## src/rtl/pll_phase_responder_if.sv

```systemverilog
// Control/status bundle between a PLL phase-setter (master) and the phase responder (slave).
interface pll_phase_responder_if #(
  parameter int PHASE_W = 8,
  parameter int CNT_W   = 16
);
  logic                 areset;
  logic                 clkswitch;
  logic [2:0]           phasecounterselect;
  logic                 phaseupdown;
  logic                 phasestep;
  logic                 scanclk;
  logic                 phase_done;
  logic                 clk_sel;
  logic [PHASE_W-1:0]   phase_m;
  logic [5*PHASE_W-1:0] phase_c;
  logic [CNT_W-1:0]     step_count;
  logic                 busy;
  logic                 err;

  modport master (
    output areset, clkswitch, phasecounterselect, phaseupdown, phasestep, scanclk,
    input  phase_done, clk_sel, phase_m, phase_c, step_count, busy, err
  );

  modport slave (
    input  areset, clkswitch, phasecounterselect, phaseupdown, phasestep, scanclk,
    output phase_done, clk_sel, phase_m, phase_c, step_count, busy, err
  );
endinterface

```

## src/rtl/pll_phase_responder.sv

```systemverilog
// Responder model of the PLL dynamic-phase-shift / clock-switch port: tracks M and C0..C4
// phase offsets, answers each phasestep with a phase_done pulse, and tracks the input-clock select.
module pll_phase_responder #(
  parameter int PHASE_W      = 8,
  parameter int DONE_LATENCY = 2,
  parameter int CNT_W        = 16
) (
  input  logic                  clk,
  input  logic                  rst_n,
  pll_phase_responder_if.slave  pif
);

  localparam logic [0:0] ST_IDLE  = 1'b0;
  localparam logic [0:0] ST_BUSY  = 1'b1;
  localparam logic [2:0] SEL_ALL  = 3'b000;
  localparam logic [2:0] SEL_M    = 3'b001;
  localparam logic [2:0] SEL_BAD  = 3'b111;
  localparam logic [3:0] LAT_LAST = 4'(DONE_LATENCY);

  // One VCO step up or down; the accumulator wraps modulo 2^PHASE_W.
  function automatic logic signed [PHASE_W-1:0] wrap_step(
    input logic signed [PHASE_W-1:0] acc,
    input logic                      up
  );
    logic signed [PHASE_W-1:0] delta;
    delta = up ? {{(PHASE_W-1){1'b0}}, 1'b1} : {PHASE_W{1'b1}};
    return acc + delta;
  endfunction

  logic                      scanclk_q, scanclk_d;
  logic                      ps_q, ps_d;
  logic                      clkswitch_q, clkswitch_d;
  logic [0:0]                state_q, state_d;
  logic [3:0]                lat_q, lat_d;
  logic [2:0]                sel_q, sel_d;
  logic                      dir_q, dir_d;
  logic                      phase_done_q, phase_done_d;
  logic                      clk_sel_q, clk_sel_d;
  logic signed [PHASE_W-1:0] acc_m_q, acc_m_d;
  logic signed [PHASE_W-1:0] acc_c_q [5];
  logic signed [PHASE_W-1:0] acc_c_d [5];
  logic [CNT_W-1:0]          cnt_q, cnt_d;
  logic                      err_q, err_d;

  logic sr;
  logic se;
  logic csw_rise;
  logic lat_hit;

  assign sr       = pif.scanclk & ~scanclk_q;
  assign se       = sr & pif.phasestep & ~ps_q;
  assign csw_rise = pif.clkswitch & ~clkswitch_q;
  assign lat_hit  = (lat_q + 4'd1) == LAT_LAST;

  always_comb begin
    scanclk_d    = pif.scanclk;
    clkswitch_d  = pif.clkswitch;
    ps_d         = sr ? pif.phasestep : ps_q;
    state_d      = state_q;
    lat_d        = lat_q;
    sel_d        = sel_q;
    dir_d        = dir_q;
    phase_done_d = phase_done_q;
    clk_sel_d    = clk_sel_q;
    acc_m_d      = acc_m_q;
    acc_c_d      = acc_c_q;
    cnt_d        = cnt_q;
    err_d        = err_q;

    if (pif.areset) begin
      // PLL reset wins over every step and clock-switch event; the step counter survives it.
      state_d      = ST_IDLE;
      lat_d        = 4'd0;
      phase_done_d = 1'b1;
      clk_sel_d    = 1'b0;
      err_d        = 1'b0;
      acc_m_d      = '0;
      for (int i = 0; i < 5; i++) acc_c_d[i] = '0;
    end else begin
      if (csw_rise) clk_sel_d = ~clk_sel_q;

      case (state_q)
        ST_IDLE: begin
          if (se) begin
            sel_d        = pif.phasecounterselect;
            dir_d        = pif.phaseupdown;
            phase_done_d = 1'b0;
            lat_d        = 4'd0;
            state_d      = ST_BUSY;
            if (pif.phasecounterselect == SEL_BAD) err_d = 1'b1;
          end
        end
        ST_BUSY: begin
          if (se) err_d = 1'b1;
          if (sr) begin
            lat_d = lat_q + 4'd1;
            if (lat_hit) begin
              // Step lands on the same edge phase_done returns, so a sampled high means applied.
              if (sel_q != SEL_BAD) begin
                if (sel_q == SEL_M) acc_m_d = wrap_step(acc_m_q, dir_q);
                for (int i = 0; i < 5; i++) begin
                  if ((sel_q == SEL_ALL) || (sel_q == 3'(i + 2)))
                    acc_c_d[i] = wrap_step(acc_c_q[i], dir_q);
                end
                cnt_d = cnt_q + 1'b1;
              end
              phase_done_d = 1'b1;
              lat_d        = 4'd0;
              state_d      = ST_IDLE;
            end
          end
        end
        default: begin
          state_d = ST_IDLE;
        end
      endcase
    end
  end

  always_ff @(posedge clk or negedge rst_n) begin
    if (!rst_n) begin
      scanclk_q    <= 1'b0;
      ps_q         <= 1'b0;
      clkswitch_q  <= 1'b0;
      state_q      <= ST_IDLE;
      lat_q        <= 4'd0;
      phase_done_q <= 1'b1;
      clk_sel_q    <= 1'b0;
      acc_m_q      <= '0;
      for (int i = 0; i < 5; i++) acc_c_q[i] <= '0;
      cnt_q        <= '0;
      err_q        <= 1'b0;
    end else begin
      scanclk_q    <= scanclk_d;
      ps_q         <= ps_d;
      clkswitch_q  <= clkswitch_d;
      state_q      <= state_d;
      lat_q        <= lat_d;
      phase_done_q <= phase_done_d;
      clk_sel_q    <= clk_sel_d;
      acc_m_q      <= acc_m_d;
      acc_c_q      <= acc_c_d;
      cnt_q        <= cnt_d;
      err_q        <= err_d;
    end
  end

  // Latched select/direction are pure data captured with the step; no reset needed.
  always_ff @(posedge clk) begin
    sel_q <= sel_d;
    dir_q <= dir_d;
  end

  assign pif.phase_done = phase_done_q;
  assign pif.clk_sel    = clk_sel_q;
  assign pif.phase_m    = acc_m_q;
  assign pif.step_count = cnt_q;
  assign pif.busy       = (state_q == ST_BUSY);
  assign pif.err        = err_q;

  for (genvar g = 0; g < 5; g++) begin : g_pack
    assign pif.phase_c[g*PHASE_W +: PHASE_W] = acc_c_q[g];
  end

endmodule

```

## src/flat_wrapper.sv

```systemverilog
// flat-port wrapper written by rule: the top's interface ports become plain ports
module pll_phase_responder_flat 
#(
  parameter int PHASE_W      = 8,
  parameter int DONE_LATENCY = 2,
  parameter int CNT_W        = 16
)
  (clk, rst_n, pif_areset, pif_clkswitch, pif_phasecounterselect, pif_phaseupdown, pif_phasestep, pif_scanclk, pif_phase_done, pif_clk_sel, pif_phase_m, pif_phase_c, pif_step_count, pif_busy, pif_err);
  pll_phase_responder_if #(.PHASE_W(PHASE_W), .CNT_W(CNT_W)) pif_i ();
  input  logic clk;
  input  logic rst_n;
  input wire logic [$bits(pif_i.areset)-1:0] pif_areset;
  input wire logic [$bits(pif_i.clkswitch)-1:0] pif_clkswitch;
  input wire logic [$bits(pif_i.phasecounterselect)-1:0] pif_phasecounterselect;
  input wire logic [$bits(pif_i.phaseupdown)-1:0] pif_phaseupdown;
  input wire logic [$bits(pif_i.phasestep)-1:0] pif_phasestep;
  input wire logic [$bits(pif_i.scanclk)-1:0] pif_scanclk;
  output wire logic [$bits(pif_i.phase_done)-1:0] pif_phase_done;
  output wire logic [$bits(pif_i.clk_sel)-1:0] pif_clk_sel;
  output wire logic [$bits(pif_i.phase_m)-1:0] pif_phase_m;
  output wire logic [$bits(pif_i.phase_c)-1:0] pif_phase_c;
  output wire logic [$bits(pif_i.step_count)-1:0] pif_step_count;
  output wire logic [$bits(pif_i.busy)-1:0] pif_busy;
  output wire logic [$bits(pif_i.err)-1:0] pif_err;
  assign pif_i.areset = pif_areset;
  assign pif_i.clkswitch = pif_clkswitch;
  assign pif_i.phasecounterselect = pif_phasecounterselect;
  assign pif_i.phaseupdown = pif_phaseupdown;
  assign pif_i.phasestep = pif_phasestep;
  assign pif_i.scanclk = pif_scanclk;
  assign pif_phase_done = pif_i.phase_done;
  assign pif_clk_sel = pif_i.clk_sel;
  assign pif_phase_m = pif_i.phase_m;
  assign pif_phase_c = pif_i.phase_c;
  assign pif_step_count = pif_i.step_count;
  assign pif_busy = pif_i.busy;
  assign pif_err = pif_i.err;
  pll_phase_responder #(.PHASE_W(PHASE_W), .DONE_LATENCY(DONE_LATENCY), .CNT_W(CNT_W)) u_core (.clk(clk), .rst_n(rst_n), .pif(pif_i));
endmodule
```

## config.mk

```make
export PLATFORM = sky130hd
export DESIGN_NAME = pll_phase_responder_flat
export DESIGN_NICKNAME = d
export VERILOG_FILES = /design/src/rtl/pll_phase_responder_if.sv /design/src/rtl/pll_phase_responder.sv /design/src/flat_wrapper.sv
export SDC_FILE = /design/constraint.sdc
export NUM_CORES = 1
export LEC_CHECK = 0
export CORE_MARGIN = 5
export CORE_UTILIZATION = 40
export CTS_CLUSTER_SIZE = 28
export DETAILED_ROUTE_END_ITERATION = 6
export GPL_TIMING_DRIVEN = 0
export MAX_ROUTING_LAYER = met4
export SYNTH_ARGS = -nofsm -noshare
export SYNTH_HDL_FRONTEND = slang
export SYNTH_SLANG_ARGS = --single-unit
export TNS_END_PERCENT = 1
```

## constraint.sdc

```tcl
create_clock -name clk -period 3.49 [get_ports clk]
set_input_delay 0.698 -clock clk [delete_from_list [all_inputs] [get_ports clk]]
set_output_delay 0.698 -clock clk [all_outputs]
set_load 0.01 [all_outputs]
```

Word-level counts from Yosys, hierarchy flattened
Index checks and enable logic that the tools add are counted.
{"block": "word_totals", "output_inout_bits": 68, "reg_bits": 79, "wordCells": 116, "input_bits": 10}
{"block": "op_classes", "n_bitwise": 10, "reduce_logical": 28, "muxes": 39, "add_sub_neg": 8, "n_eq_ne": 14}
{"cell": "$mux W40", "n": 5}
{"cell": "$mux W8", "n": 12}
{"cell": "$add A8 B8 Y8", "n": 6}
{"cell": "$reduce_and A5 Y1", "n": 7}
{"cell": "$reduce_bool A2 Y1", "n": 11}
{"cell": "$add A16 B1 Y16 const B", "n": 1}
{"cell": "$mux W4", "n": 4}
{"cell": "$mux W1", "n": 14}
{"cell": "$eq A3 B3 Y1 const B", "n": 4}
{"cell": "$ne A3 B3 Y1 const B", "n": 4}
{"cell": "$reduce_and A3 Y1", "n": 3}
{"cell": "$pmux W4 S2", "n": 1}
{"cell": "$eq A3 B2 Y1 const B", "n": 2}
{"cell": "$ne A3 B2 Y1 const B", "n": 2}
{"cell": "$not A1 Y1", "n": 6}
{"cell": "$pmux W1 S2", "n": 3}
{"cell": "$logic_or A1 B1 Y1", "n": 5}
{"cell": "$add A4 B1 Y4 const B", "n": 1}
{"cell": "$and A1 B1 Y1", "n": 4}
{"cell": "$eq A4 B2 Y1 const B", "n": 1}
{"cell": "$eq A3 B1 Y1 const B", "n": 1}
{"cell": "$logic_not A3 Y1", "n": 1}
{"cell": "$reduce_and A2 Y1", "n": 1}

Longest topological paths before layout
Gate-level depths: netlist of run 1.
{"block": "logic_depth", "word_depth": 8, "depth_mapped": 9, "mapped_depth_nobuf": 7}

Worst setup path before layout of run 1
OpenSTA, ideal clock, no wires.
{"block": "synth_timing", "path_kind": "reg2reg", "startpoint": "reg u_core.dir_q", "endpoint": "reg u_core.acc_c_q (netlist bit u_core.pif.phase_c[31])", "setup_ps": 125, "period_less_slack_ps": 3165, "required_time_ps": 3365, "path_buffers": 1, "arrival_ps": 3039, "path_stages_with_launch": 9, "setup_slack_ps": 325, "cell_sequence": "edfxtp_1 -> clkbuf_1 -> inv_1 -> ha_1 -> a211oi_1 -> o21ai_0 -> a311o_1 -> a21boi_4 -> mux2_4"}
{"block": "synth_between", "elab_chain_cells": 8}
{"element": "from (decl)", "line": "pll_phase_responder.sv:36", "rtl": "logic dir_q, dir_d;"}
{"element": "from (signal assigned)", "line": "pll_phase_responder.sv:151", "rtl": "dir_q <= dir_d;"}
{"element": "$mux W8", "line": "pll_phase_responder.sv:26", "rtl": "delta = up ? {{(PHASE_W-1){1'b0}}, 1'b1} : {PHASE_W{1'b1}};"}
{"element": "$add A8 B8 Y8", "line": "pll_phase_responder.sv:27", "rtl": "return acc + delta;"}
{"element": "$mux W8", "line": "pll_phase_responder.sv:102", "rtl": "if ((sel_q == SEL_ALL) || (sel_q == 3'(i + 2)))"}
{"element": "$mux W40", "line": "pll_phase_responder.sv:99", "rtl": "if (sel_q != SEL_BAD) begin"}
{"element": "$mux W40", "line": "pll_phase_responder.sv:97", "rtl": "if (lat_hit) begin"}
{"element": "$mux W40", "line": "pll_phase_responder.sv:95", "rtl": "if (sr) begin"}
{"element": "$mux W40", "line": "pll_phase_responder.sv:82", "rtl": "case (state_q)"}
{"element": "$mux W40", "line": "pll_phase_responder.sv:70", "rtl": "if (pif.areset) begin"}
{"element": "to (signal assigned)", "line": "pll_phase_responder.sv:142", "rtl": "acc_c_q <= acc_c_d;"}
{"element": "to (decl)", "line": "pll_phase_responder.sv:40", "rtl": "logic signed [PHASE_W-1:0] acc_c_q [5];"}
No other way between the ends. The select of a mux whose other input is x is not followed.
A chain may end at the register's enable or synchronous reset.

Final worst setup path of run 1
Ends and elaborated chain as after synthesis.

==> results of run 1 <==
critical path: cells and delay by family (launching register included):
kind,cells,cell delay [ns]
AOI/OAI and AO/OA,4,1.05
muxes,1,0.30
DFF,1,0.69
buffers and inverters,4,0.82
adders and majority gates,1,0.30
cell type report:
type | count | area (um^2) | area share
Buffer | 16 | 92.6 | 0.0137
Clock buffer | 10 | 239 | 0.0353
Clock inverter | 6 | 51.3 | 0.00757
Inverter | 32 | 124 | 0.0183
Multi-Input combinational cell | 445 | 3190 | 0.471
Sequential cell | 79 | 2000 | 0.295
Tap cell | 176 | 220 | 0.0325
Timing Repair Buffer | 82 | 858 | 0.127
stage by stage:
stage | hold WS (ns) | setup WS [ns] | TNS (ns) | area, um^2 | power [mW]
2_1_floorplan | 0.402 | 0.325 | 0 | 5400 | 1.02
3_3_place_gp | 0.457 | -1.19 | -91.19 | 6390 | 1.09
3_5_place_dp | 0.455 | -0.310 | -0.494 | 6440 | 1.09
4_1_cts | 0.330 | 0.185 | 0 | 6780 | 2.04
5_1_grt | 0.363 | 0.0230 | 0 | 6780 | 2.09
6_report | 0.313 | 0.207 | 0 | 6780 | 2.00
logic make-up after synthesis:
group / count (synthesis) / synth area share
compound gates: 146 / 0.177
flops: 79 / 0.370
mux: 29 / 0.0561
fa+ha+maj: 45 / 0.113
xor+xnor: 45 / 0.0730
simple gates: 180 / 0.172
buf+inv: 48 / 0.0391
how the worst max path moves through the flow:
stage | start | end | slack (ns) | depth (start not counted)
after CTS | u_core.dir_q | u_core.pif.phase_c[31] | 0.19 | 10
after global routing | u_core.dir_q | u_core.pif.phase_c[31] | 0.02 | 10
after floorplan | u_core.dir_q | u_core.pif.phase_c[31] | 0.33 | 8
after global placement | rst_n | u_core.pif.phase_c[27] | -1.19 | 1
after detailed placement | u_core.dir_q | u_core.pif.phase_c[31] | -0.31 | 9
final | u_core.dir_q | u_core.pif.phase_c[31] | 0.21 | 10
routing by layer:
layer | up-vias | wire length, um | global-route usage | part of all wire
met1 | 2204 | 6430 | 0.235 | 0.48
met4 | 0 | 224 | 0.0612 | 0.017
met5 | - | 0 | - | 0
met2 | 90 | 6210 | 0.278 | 0.46
li1 | 2236 | - | - | -
met3 | 17 | 506 | 0.0347 | 0.038
repair_timing:
action	4_1_cts	5_1_grt
hold buffers	0	0
setup endpoints to repair	3	0
resized for setup	2	0
buffers inserted	3	0
flip-flops by register name, indices dropped and copies added (netlist names):
signal and cells:
u_core.ps_q 1, u_core.lat_q 4, u_core.pif.step_count 16, u_core.clkswitch_q 1
u_core.pif.phase_done 1, u_core.pif.err 1, u_core.pif.phase_c 40, u_core.pif.phase_m 8
u_core.pif.busy 1, u_core.dir_q 1, u_core.sel_q 3, u_core.pif.clk_sel 1
u_core.scanclk_q 1
synthesized netlist by cell type (6+ instances only):
cell      instances
nor3b_1           9
inv_1            32
a21oi_1          46
fa_1              6
mux2i_1          25
a211oi_1          9
nor2b_1          19
ha_1             39
o211ai_1          6
o21a_1            7
nand2_1          32
nor3_1           10
xnor2_1          28
nor2_1           55
clkbuf_1          7
xor2_1           17
nand2b_1         10
o21ai_0          35
a21o_1            7
dfrtp_1          74
nand3_1          15
where the power goes:
part           internal, mW  switching, mW
logic                0.0536         0.0816
clock network         0.512          0.414
registers             0.932        0.00858
==> impl_results.md, run 1 <==
* Status: finished clean
* Commonest non-fill, non-tap cell in the layout: clkdlybuf4s50_1
* Initial antenna violation count at 0
* DRT iter0 DRCs at 213
* NumNets Final at 720
* R2R Path End: u_core.pif.phase_c[31]
* Detailed Place HPWL at 9.87 mm
* Max Fanout on Critical Path at 21
* Post-synthesis average cell area at 9.44 um^2
* FMAX at 305 MHz
* CP Cell Sequence: clkbuf_2 -> clkinvlp_4 -> buf_4 -> buf_16 -> ha_1 -> a211oi_1 -> o21ai_0 -> a311o_1 -> a21boi_4 -> mux2_4
* Crit start category: flop
* Synth Cell Area at 5400 um^2
* GRT Total Usage at 0.179
* Clk sink count at 79
* Vias in the first global route at 4,716
* Post-route core utilization at 0.512
* Placed Instances at 827
* CTS tree: done
* Synth warn at 0
* Clock root buffer: clkbuf_16
* Period utilization at 0.941
* Post-Route WL at 13.4 mm
* Core area at 13,200 um^2
* Avg WL per Cell at 15.8 um
* First-pass GRT wire length at 22.9 mm
* Main synth FF type: dfrtp_1
* Leakage at 2.89 nW
* # Max-Cap Violations at 0
* Die span in y at 126 um
* Via-per-instance ratio at 5.37
* Async SR Flop Fraction at 0.949
* Share of layout cells above drive strength 1 at 0.0731
* Clock Path Buffers at 2
* Slowest cell on the critical path: edfxtp_1
* Largest net degree at the start of global routing at 41
* Final min period at 3.28 ns
* Port bufs at 77
* Synth area leaders: dfrtp_1 (34%), ha_1 (9.0%), mux2i_1 (4.6%)
* DRC at 0
* Worst IR Drop VDD at 0.188 mV
* Final setup violation count at 0
* Worst skew pair latency at 0.34 ns
* Clock skew at 0.00670 ns
* Non-Filler Instances at 846
* Initial Util at 0.408
* Total grt overflow at 0
* Row count at 42
* Via count at 4,547
* Power density over the cells at 295 nW/um^2
* Slowest stage delay, CP at 0.69 ns
* CP required at 3.72 ns
* Die Width at 126 um
* Max Slew Vio Count at 0
* Post-route ant nets at 0
* Highest-count cells in the layout ignoring fill and taps: clkdlybuf4s50_1 (76), dfrtp_1 (74), nor2_1 (55)
* Register area share after synthesis at 0.370
* Slew headroom at 0.573
* Flops & latches, synth at 79
* Number of synthesized flops with an enable pin at 4
* Worst Path Class, Setup: reg2reg
* Net Count, Synth at 627
* Cells after synthesis at 572
* Slew @ Worst Pin at 0.639 ns
* Htree depth at 3
* # diodes at 0
* HP Class: in2async
* Drt first pass iters at 4
* Synth top area share at 0.343
* R2R cell count at 10
* Crit end category: flop
* Synth unique cells at 60
* Crit path DAT at 3.51 ns
* # fillers at 1,254
* Clock-pin slew on the worst setup and hold paths at 0.07 ns
* Final GP Congestion at 0.839
* Area growth, synth to finish at 25.4%
* R2R setup slack at 0.21 ns
* Die area at 15,900 um^2
* Top-Level Pins at 78
* Synth area leader: dfrtp_1
* Fin. Hold Viols at 0
* Num CTS Buffers at 9
* RSZ-0062 raised after global routing: no
* Reg2reg start: u_core.dir_q
Power figures use the tool's default switching activity.
==> inputs of run 2 (changes only) <==
--- a/config.mk
+++ b/config.mk
@@ -11,6 +11,7 @@
 export DETAILED_ROUTE_END_ITERATION = 6
 export GPL_TIMING_DRIVEN = 0
 export MAX_ROUTING_LAYER = met4
+export SKIP_CTS_REPAIR_TIMING = 1
 export SYNTH_ARGS = -nofsm -noshare
 export SYNTH_HDL_FRONTEND = slang
 export SYNTH_SLANG_ARGS = --single-unit
==> run 2 against run 1 <==
Critical endpoint is now u_core.pif.phase_c[39]. Critical path depth did not move. Highest routed layer unchanged. Combinational power barely moved. Design area fell by 0.18%. First-iteration DRC count fell by 2.8%. Register-to-register slack improved by 0.02 ns. Sequential cell count did not move. Critical path type unchanged. Setup slack improved by 0.022 ns. Power barely moved. Clock skew barely moved. Maximum frequency rose by 0.67%.
==> impl_results.md, run 2 (synthesis results as in run 1) <==
* Max Slew Vio Count at 0 (unchanged)
* Avg WL per Cell at 15.8 um (about the same)
* Final GP Congestion at 0.839 (unchanged)
* CP Cell Sequence: clkbuf_2 -> clkinvlp_4 -> buf_4 -> buf_4 -> ha_1 -> a21oi_1 -> inv_1 -> a311o_1 -> a21boi_4 -> mux2_4
* Row count at 42 (unchanged)
* HP Class: in2async
* Post-route ant nets at 0 (unchanged)
* Power density over the cells at 296 nW/um^2 (+0.22%)
* Vias in the first global route at 4,707 (-0.19%)
* Worst path bufs/invs at 5 (+1)
* NetSw at 0.505 mW (+0.23%)
* Reg power frac at 0.470 (about the same)
* Worst IR Drop VDD at 0.187 mV (-0.50%)
* Fin. Hold Viols at 0 (unchanged)
* Via count at 4,549 (+0.044%)
* Final setup violation count at 0 (unchanged)
* Via-per-instance ratio at 5.38 (about the same)
* Top-Level Pins at 78 (unchanged)
* Clk sink count at 79 (unchanged)
* Detailed Place HPWL at 9.87 mm (unchanged)
* FMAX at 307 MHz (+0.67%)
* Crit end category: flop
* Slew headroom at 0.585 (+0.0119)
* Worst skew pair latency at 0.34 ns (about the same)
* Slowest cell on the critical path: edfxtp_1
* # diodes at 0 (unchanged)
* Core area at 13,200 um^2 (unchanged)
* Pre-CTS WS at -0.310 ns (unchanged)
* Final total power at 2.00 mW (about the same)
* Leakage at 2.88 nW (-0.16%)
* Drt first pass iters at 4 (unchanged)
* Internal cell power at 1.50 mW (about the same)
* First-pass GRT wire length at 22.9 mm (about the same)
* Post-Route WL at 13.4 mm (about the same)
* Switching share of power at 0.252 (+0.000480)
* PnR worst setup slack at 0.229 ns (+0.0219 ns)
* Highest-count cells in the layout ignoring fill and taps: clkdlybuf4s50_1 (76), dfrtp_1 (74), nor2_1 (55)
* Clock-pin slew on the worst setup and hold paths at 0.07 ns (about the same)
* Total grt overflow at 0 (unchanged)
* GRT busiest layer: met2
* Comb pwr share at 0.067 (about the same)
* Htree depth at 3 (unchanged)
* RSZ-0062 raised after global routing: no
* Final min period at 3.26 ns (-0.0219 ns)
* CTS tree: done
* Setup TNS at 0 ns (unchanged)
* GR met2 Demand/Resource at 0.278 (unchanged)
* Port bufs at 77 (unchanged)
* Largest net degree at the start of global routing at 41 (unchanged)
* NumNets Final at 720 (unchanged)
* GRT Total Usage at 0.179 (about the same)
* Area growth, synth to finish at 25.2%
* Slowest stage delay, CP at 0.68 ns (about the same)
* Clock Path Buffers at 2 (unchanged)
* Die Width at 126 um (unchanged)
* Crit start category: flop
* Num CTS Buffers at 9 (unchanged)
* Clock power frac at 0.463 (about the same)
* Die area at 15,900 um^2 (unchanged)
* Initial Util at 0.408 (unchanged)
* Commonest non-fill, non-tap cell in the layout: clkdlybuf4s50_1
* Worst Path Class, Setup: reg2reg
* # Max-Cap Violations at 0 (unchanged)
* Clock root buffer: clkbuf_16
* Worst path top cell family by delay: buffers and inverters
* Slew @ Worst Pin at 0.623 ns (-0.0165 ns)
* CP required at 3.72 ns (about the same)
* Number of flip-flops in the largest register at 40 (unchanged)
* Max Fanout on Critical Path at 7 (-67%)
* DRT iter0 DRCs at 207 (-2.8%)
* DRC at 0 (unchanged)
* Global-route track usage on met3 at 0.0347 (unchanged)
* Initial antenna violation count at 0 (unchanged)
* Clock skew at 0.00661 ns (-0.0000917 ns)
* Share of layout cells above drive strength 1 at 0.0731 (unchanged)
* Crit path DAT at 3.49 ns (-0.02 ns)
* Period utilization at 0.934 (-0.00628)
* Die span in y at 126 um (unchanged)
* CP most frequent cell: buf_4
* Status: finished clean
* Met1 usage in global routing at 0.236 (+0.000266)
* Hold_ws at 0.314 ns (+0.000816 ns)
[run 2: cell types whose count changed in the layout (fill, tap and decap cells not counted)]
cell | before | now
buf_12 | 1 | 0
buf_4 | 4 | 5
[run 2: routing by layer]
metal  part of all wire  wire (um)
met1               0.48       6440
met5                  0          0
met4              0.018        237
met3              0.038        510
met2               0.46       6180
[run 2: worst paths after layout]
check,start,to,slack [ns],cells past startpoint
max in group asynchronous,rst_n,u_core.pif.phase_done,2.54,2
min in group clk,u_core.pif.step_count[15],u_core.pif.step_count[15],0.47,1
max reg2reg,u_core.dir_q,u_core.pif.phase_c[39],0.23,10
min reg2reg,u_core.pif.step_count[15],u_core.pif.step_count[15],0.47,1
max,u_core.dir_q,u_core.pif.phase_c[39],0.23,10
min,rst_n,u_core.pif.phase_m[0],0.31,1
[run 2: final cells by class]
| type | instances | area [um^2] |
|---|---|---|
| plain buffers | 16 | 92.6 |
| inverters | 32 | 124 |
| fillers | 1257 | 6480 |
| flip-flops and latches | 79 | 2000 |
| multi-input cells | 445 | 3190 |
| repair buffers | 82 | 846 |
| clock inverters | 6 | 51.3 |
| well taps | 176 | 220 |
| clock buffers | 10 | 239 |
[run 2: through the flow]
step	area [um^2]	cells	util
2_1_floorplan	5400	572	-
3_3_place_gp	6390	825	0.483
3_5_place_dp	6440	827	0.487
4_1_cts	6740	843	0.509
5_1_grt	6760	846	0.511
6_report	6760	846	0.511
[run 2: power groups by stage]
stage	logic (mW)	registers, mW	clock network (mW)
2_1_floorplan	0.0648	0.959	0
3_3_place_gp	0.128	0.958	0
3_5_place_dp	0.135	0.958	0
4_1_cts	0.136	0.941	0.957
5_1_grt	0.152	0.942	0.994
6_report	0.135	0.941	0.927
